===== config.mk =====
export PLATFORM = sky130hd
export DESIGN_NAME = monitor_overlay
export DESIGN_NICKNAME = d
export VERILOG_FILES = /design/src/rtl/monitor_overlay.sv
export SDC_FILE = /design/constraint.sdc
export NUM_CORES = 1
export LEC_CHECK = 0
export ABC_AREA = 0
export CORE_UTILIZATION = 42
export DETAILED_ROUTE_END_ITERATION = 8
export GPL_ROUTABILITY_DRIVEN = 0
export GPL_TIMING_DRIVEN = 0
export MAX_ROUTING_LAYER = met4
export PLACE_DENSITY = 0.82
export SYNTH_ARGS = -nofsm -noshare
export SYNTH_HDL_FRONTEND = slang
export SYNTH_SLANG_ARGS = --single-unit

===== constraint.sdc =====
create_clock -name clk -period 3.4 [get_ports clk]
set_input_delay 0.68 -clock clk [delete_from_list [all_inputs] [get_ports clk]]
set_output_delay 0.68 -clock clk [all_outputs]
set_load 0.05 [all_outputs]

===== src/rtl/monitor_overlay.sv =====
// Bus-routing stage in front of the CPU control/monitor block. After the control block
// pulls NMI low, the top page is mapped onto control ROM/registers until the monitor exits.
module monitor_overlay #(
    parameter logic [7:0] OVERLAY_PAGE = 8'hFF,
    parameter logic [7:0] VECTOR_LO    = 8'hFA,
    parameter logic [7:0] EXIT_OFFSET  = 8'hF8,
    parameter int         ARM_TIMEOUT  = 64
) (
    input  logic        clk,
    input  logic        rst_n,
    input  logic [15:0] cpu_addr,
    input  logic        cpu_rw,
    input  logic        cpu_valid,
    input  logic        nmi_n,
    output logic [7:0]  ctl_addr,
    output logic        csP,
    output logic        write,
    output logic        ram_cs,
    output logic        overlay_active,
    output logic        arm_timeout,
    output logic [1:0]  state
);

    typedef enum logic [1:0] {
        ST_NORMAL  = 2'h0,
        ST_ARMED   = 2'h1,
        ST_OVERLAY = 2'h2
    } state_t;

    // The arm counter is 8 bits wide, so ARM_TIMEOUT must not exceed 256.
    localparam logic [7:0] ARM_LAST = 8'(ARM_TIMEOUT - 1);

    state_t     state_q;
    logic       nmi_prev;
    logic [7:0] arm_count;

    logic nmi_fall;
    logic page_hit;
    logic vector_hit;
    logic exit_hit;
    logic ctl_sel;

    assign nmi_fall   = nmi_prev & ~nmi_n;
    assign page_hit   = (cpu_addr[15:8] == OVERLAY_PAGE);
    assign vector_hit = cpu_valid & cpu_rw  & (cpu_addr == {OVERLAY_PAGE, VECTOR_LO});
    assign exit_hit   = cpu_valid & ~cpu_rw & (cpu_addr == {OVERLAY_PAGE, EXIT_OFFSET});

    // Routing is purely combinational so the selected device sees the access with no added latency.
    assign ctl_sel  = cpu_valid & (((state_q == ST_OVERLAY) & page_hit) |
                                   ((state_q == ST_ARMED) & vector_hit));
    assign csP      = ctl_sel;
    assign write    = ctl_sel & ~cpu_rw;
    assign ram_cs   = cpu_valid & ~ctl_sel;
    assign ctl_addr = cpu_addr[7:0];
    assign state    = state_q;

    always_ff @(posedge clk) begin
        // NOTE: reset is sampled on the clock edge, so it lives inside the clocked branch, not the sensitivity list.
        if (!rst_n) begin
            state_q        <= ST_NORMAL;
            nmi_prev       <= 1'b1;
            arm_count      <= 8'd0;
            overlay_active <= 1'b0;
            arm_timeout    <= 1'b0;
        end else begin
            nmi_prev <= nmi_n;
            case (state_q)
                ST_NORMAL: begin
                    if (nmi_fall) begin
                        state_q     <= ST_ARMED;
                        arm_count   <= 8'd0;
                        arm_timeout <= 1'b0;
                    end
                end
                ST_ARMED: begin
                    if (cpu_valid) begin
                        arm_count <= arm_count + 8'd1;
                    end
                    // A vector fetch on the final allowed strobe still enters the overlay.
                    if (vector_hit) begin
                        state_q        <= ST_OVERLAY;
                        overlay_active <= 1'b1;
                    end else if (cpu_valid && arm_count == ARM_LAST) begin
                        state_q     <= ST_NORMAL;
                        arm_timeout <= 1'b1;
                    end
                end
                ST_OVERLAY: begin
                    if (exit_hit) begin
                        state_q        <= ST_NORMAL;
                        overlay_active <= 1'b0;
                    end
                end
                default: begin
                    state_q        <= ST_NORMAL;
                    overlay_active <= 1'b0;
                end
            endcase
        end
    end

endmodule


---- Yosys cells after proc, flatten, opt, wreduce, memory -nomap -nowiden ----
Index checks and enable logic that the tools add are counted.
word-level totals
  bits in registers ....................... 13
  output and inout port bits .............. 15
  word-level logic and storage cells ...... 56
cells by class
  add/subtract/negate cells ............... 1
  eq/ne operators ......................... 13
  multiplexer cells ....................... 15
  bitwise logic cells ..................... 15
  reduce and logical (&&, ||, !) cells .... 7
operators by type and width
  cell                                            count
  == test 16 bit (second input constant)          2
  2-to-1 mux 8 bit                                2
  one-hot mux 8 bit (2 select lines)              1
  AND 1 bit                                       10
  != test 2 bit (second input constant)           5
  AND reduction 3 bit                             3
  adder 8 x 1 -> 8 bit (second input constant)    1
  == test 8 x 6 -> 1 bit (second input constant)  1
  == test 8 bit (second input constant)           1
  2-to-1 mux 2 bit                                4
  one-hot mux 2 bit (3 select lines)              1
  2-to-1 mux 1 bit                                5
  inverter 1 bit                                  4
  AND reduction 4 bit                             1
  != test 3 x 2 -> 1 bit (second input constant)  1
  one-hot mux 1 bit (3 select lines)              1
  == test 2 x 1 -> 1 bit (second input constant)  1
  == test 2 bit (second input constant)           1
  logical NOT 2 bit                               1
  != test 2 x 1 -> 1 bit (second input constant)  1
  one-hot mux 1 bit (2 select lines)              1
  nonzero test 2 bit                              1
  logical AND 1 bit                               1
  bitwise OR 1 bit                                1

---- Depth between registers and ports, before layout ----
Gate-level depths: netlist of the first run.
  word-level depth ........................ 7
  gate-level depth with buffers ........... 5
  mapped depth without buffers ............ 5

---- Least setup slack after synthesis of the first run ----
OpenSTA, ideal clock, no wires.
  kind .................................... input port to output port
  start ................................... input port cpu_addr[14]
  end ..................................... output port ram_cs
  arrival time ............................ 2.293 ns
  required time ........................... 2.720 ns
  setup slack ............................. 0.427 ns
  stages on the path ...................... 4
  buffers on the path ..................... 0
  path through ............................ nand4_1 > nor4_1 > and3_1 > a221oi_1
between the ends
  cells in the longest elaborated chain, start to end .. 7
ends and longest elaborated chain
  item                  line  text
  start, declared       11    input logic [15:0] cpu_addr,
  == test 16 bit        45    assign vector_hit = cpu_valid & cpu_rw & (cpu_addr == {OVERLAY_PAGE, VECTOR_LO});
  AND 1 bit             45
  AND 1 bit             50    ((state_q == ST_ARMED) & vector_hit));
  bitwise OR 1 bit (*)  49    assign ctl_sel = cpu_valid & (((state_q == ST_OVERLAY) & page_hit) |
  AND 1 bit (*)         49
  inverter 1 bit (*)    53    assign ram_cs = cpu_valid & ~ctl_sel;
  AND 1 bit (*)         53
  end, declared         18    output logic ram_cs,
Every way passes the cells marked *; elsewhere a longest branch is shown, timed or not.

---- Final worst setup path of the first run ----
  start ................................... input port cpu_valid
  end ..................................... output port ram_cs
between the ends
  cells in the longest elaborated chain, start to end .. 7
ends and longest elaborated chain
  item                    line  text
  start, declared         13    input logic cpu_valid,
  AND 1 bit (2 in a row)  45
  AND 1 bit               50
  bitwise OR 1 bit        49
  AND 1 bit               49
  inverter 1 bit          53
  AND 1 bit (*)           53
Marks and branches as above.

==> results of run 1 <==
-- worst max path at each step --
stage	from	end	depth (start not counted)
floorplan	cpu_addr[14]	ram_cs	4
global placement	cpu_valid	csP	6
detailed placement	cpu_valid	csP	6
CTS	cpu_valid	csP	6
global route	cpu_valid	ram_cs	6
finish	cpu_valid	ram_cs	6
-- stage by stage --
stage	setup slack [ns]	cells	util
2_1_floorplan	0.427	94	-
4_1_cts	0.00204	157	0.730
3_5_place_dp	-0.440	153	0.711
5_1_grt	0.0615	157	0.733
3_3_place_gp	-0.435	153	0.711
6_report	0.168	157	0.733
-- worst reg2reg max path: cells and delay by family (launching register included) --
family,cells,cell delay (ns)
AOI/OAI and AO/OA,2,0.37
DFF,1,0.38
and+or+nand+nor,2,0.90
buffers and inverters,1,0.16
-- power groups by stage --
| stage | Combinational [mW] | Sequential, mW | Clock [mW] |
|---|---|---|---|
| 6_report | 0.0891 | 0.156 | 0.0986 |
| 5_1_grt | 0.0940 | 0.157 | 0.104 |
| 4_1_cts | 0.0888 | 0.156 | 0.0994 |
| 3_5_place_dp | 0.0887 | 0.160 | 0 |
| 3_3_place_gp | 0.0877 | 0.160 | 0 |
| 2_1_floorplan | 0.0419 | 0.163 | 0 |
-- synth_stat cells (2+ instances only) --
cell type and number:
o21ai_0 2, nand3_1 6, buf_4 8, nand2b_1 2, nor2_1 9, nand4_1 5
xnor2_1 3, a21oi_1 5, o31ai_1 2, a211oi_1 4, inv_1 6, dfxtp_1 13
nand2_1 6, nor4_1 3
-- logic make-up after synthesis --
kind of cell    Yosys count  share of synthesized area
buf+inv                  16                      0.121
xor+xnor                  3                     0.0349
compound gates           21                      0.186
flops                    13                      0.346
fa+ha+maj                 1                     0.0166
simple gates             40                      0.296
-- timing repair --
| item | 4_1_cts | 5_1_grt |
|---|---|---|
| endpoints found under the hold margin | 0 | 0 |
| endpoints found under the setup margin | 2 | 2 |
| gates resized for setup | 3 | 3 |
| buffers inserted | 0 | 0 |
-- state kept, by name (all words and copies together) (netlist names) --
signal          flops
arm_timeout         1
overlay_active      1
nmi_prev            1
arm_count           8
state               2
-- per-layer routing --
metal | track usage | share of wire | vias up
met2 | 0.365 | 0.50 | 24
met5 | - | 0 | -
met3 | 0.0939 | 0.056 | 4
met4 | 0.0970 | 0.012 | 0
met1 | 0.265 | 0.43 | 378
li1 | - | - | 421
-- layout make-up --
type / count / area (sq um) / share of cell area
multi-input combinational: 65 / 417 / 0.357
timing repair buffer: 35 / 344 / 0.294
sequential: 13 / 260 / 0.223
buffer: 10 / 68.8 / 0.0589
tap: 24 / 30.0 / 0.0257
clock buffer: 4 / 26.3 / 0.0225
inverter: 6 / 22.5 / 0.0193
==> results summary, run 1 <==
The share of the yosys chip area belonging to registers came out at 0.346. STA classifies the critical path startpoint as a primary input. The worst clock skew on the final layout came out at ~0.0039 ns. Pin placement for this block handled 36 I/O pins.

The number of hold buffers added after CTS was 0. The total core area came out at approximately 1600 sq um. The max capacitance violation total is 0. The total number of yosys warnings came out at 0. The final net count came out at around 160.

The logic depth of the worst register-to-register path came out at 5. The width of the chip is between 40 and 50 um. The number of vias after detailed routing came out at ~830. The number of buffers inserted by port buffering came out at 35. The maximum number of pins on one net before global-route repair came out at 11. The synthesized design contains 13 register bits. The number of enable-type register cells in the synthesized netlist is 0. The tree is rooted in a clkbuf_4.

The share of final-layout standard cells stronger than drive strength 1 is 0.105. The largest fanout on the critical path came out at 6. The smallest clock period supported by the final layout is computed as about 3.2 ns. Setup repair after global routing left no endpoint under its margin. The number of global-route vias before repair is between 800 and 900. The critical path contains buffers and inverters numbering 2 combined. Yosys attributes the largest share of cell area to dfxtp_1 35%, buf_4 8.0%, nor2_1 4.5%. For this run, asynchronously set or reset flops after synthesis account for 0. The number of instances on the worst hold path is 2. Walking the worst path, the cells encountered are clkdlybuf4s50_1, nand4_1, nor4_4, and3_1, a221oi_1, dlygate4sd2_1.

The remaining global-route overflow came out at 0. The number of fill cells came out at 123. The power per cell area is between 200 and 300 nW/um^2.

The maximum level of the CTS H-tree came out at 1. Of the total power, registers draw 0.454. Data on the critical path is required at its endpoint by between 2 and 3 ns. The library cell used most frequently in the layout, excluding fill and tap cells, is clkdlybuf4s50_1. The largest individual stage delay along the critical path comes from the cell clkdlybuf4s50_1. The initial antenna violation count is 0. In this run the tightest slew margin relative to its limit is 0.652. The path class of the tightest hold or removal check is flip-flop to flip-flop. The number of nets produced by synthesis came out at between 100 and 150.

After legalization and detailed placement, the total HPWL measured roughly 1500 um. The worst flop-to-flop path startpoint is state[0]. The final setup violation count is 0. The area added between synthesis and finish is 55.1%.

The final-report hold violation count came out at 0. Once layout is done, the placed cells without fillers occupy ~1200 sq um. The area share of the largest cell type after synthesis is 0.346. The clock tree from TritonCTS is built. The average routed wire per standard cell is 12.6 um. The flow ran to the end, and the final reports show no timing, DRC or antenna violations.

The critical path data arrival time is roughly 2.6 ns. The clock network power share came out at 0.287. The die covers about 2000 sq um. The portion of total power attributed to combinational logic is 0.259. The die is around 44 um tall. The placed instance area came out at 1130 sq um. The post-synthesis average cell area is between 8 and 9 sq um. On the critical path the largest part of the delay comes from buffers and inverters. Summed over all nets, the switching power comes to 102 uW. Setup total negative slack on the finished layout was measured at 0 ns. In this run the most critical hold path is launched from arm_count[5]. The number of inserted diodes is 0. The first global-routing pass estimated around 3300 um of wire. The most instantiated flip-flop cell in the synthesis netlist is dfxtp_1. The leakage power total is between 0.4 and 0.5 nW. The number of nets with antenna violations after detailed routing is 0. The fraction of power spent switching nets is 0.297. The aggregate routed wire length is slightly below 2000 um. Setup slack on the worst reg-to-reg path comes out at 1.53 ns. The largest single stage delay on the critical path is around 0.60 ns.

The starting utilization of the core area came out at 0.473. The via count normalized by instance count is 5.27. The number of placement rows is 14.

The number of buffers inserted during clock tree synthesis came out at 3. The number of standard cells after synthesis came out at 94. STA classifies the critical path endpoint as a primary output. The top cell types in the final layout, fill and taps aside, are 33 x clkdlybuf4s50_1, 13 x dfxtp_1, 9 x nor2_1. The unique cell type count in the Yosys netlist is 34.

Total power for the finished layout comes to approximately 340 uW. For this run, the top clock speed supported by timing is around 310 MHz. The number of DRC markers in iteration 0 is 18. The internal portion of the total power is roughly 240 uW. In the global route stage, overall resource usage came out at 0.234. The largest area contributor in the synthesized netlist is dfxtp_1.

The synthesized netlist occupies a cell area of ~750 sq um. The tightest hold path in the finished design has a slack of approximately 0.48 ns. For this run, design rule violations remaining after detail routing come to 0. For the worst-skew pair, the clock arrives at the later sink with an insertion delay of around 0.28 ns. The endpoint of the worst register-to-register path is arm_count[5]. The maximum number of buffers from clock root to sink is 2. The max-slew violation count is 0. The slew at the pin closest to its max-slew limit is ~0.52 ns.

The path with the worst hold slack has its endpoint at arm_count[5]. The clock-pin slew reported for the worst setup and hold paths after clock tree synthesis came out at roughly 0.080 ns. The final cycle utilization of the critical path is 0.951. The worst setup path is of the primary input to primary output kind. The first-pass iteration count of the detailed router came out at 5. The maximum VDD drop came out at a little over 200 uV. The TritonCTS sink count came out at 13.
(Power assumes the default switching activity.)
==> run 2: changes to the inputs <==
--- a/config.mk
+++ b/config.mk
@@ -12,6 +12,7 @@
 export GPL_TIMING_DRIVEN = 0
 export MAX_ROUTING_LAYER = met4
 export PLACE_DENSITY = 0.82
+export SETUP_SLACK_MARGIN = 0.05
 export SYNTH_ARGS = -nofsm -noshare
 export SYNTH_HDL_FRONTEND = slang
 export SYNTH_SLANG_ARGS = --single-unit
==> results of run 2 <==
No change in the layout: final DEF, timing and power equal those of run 1.
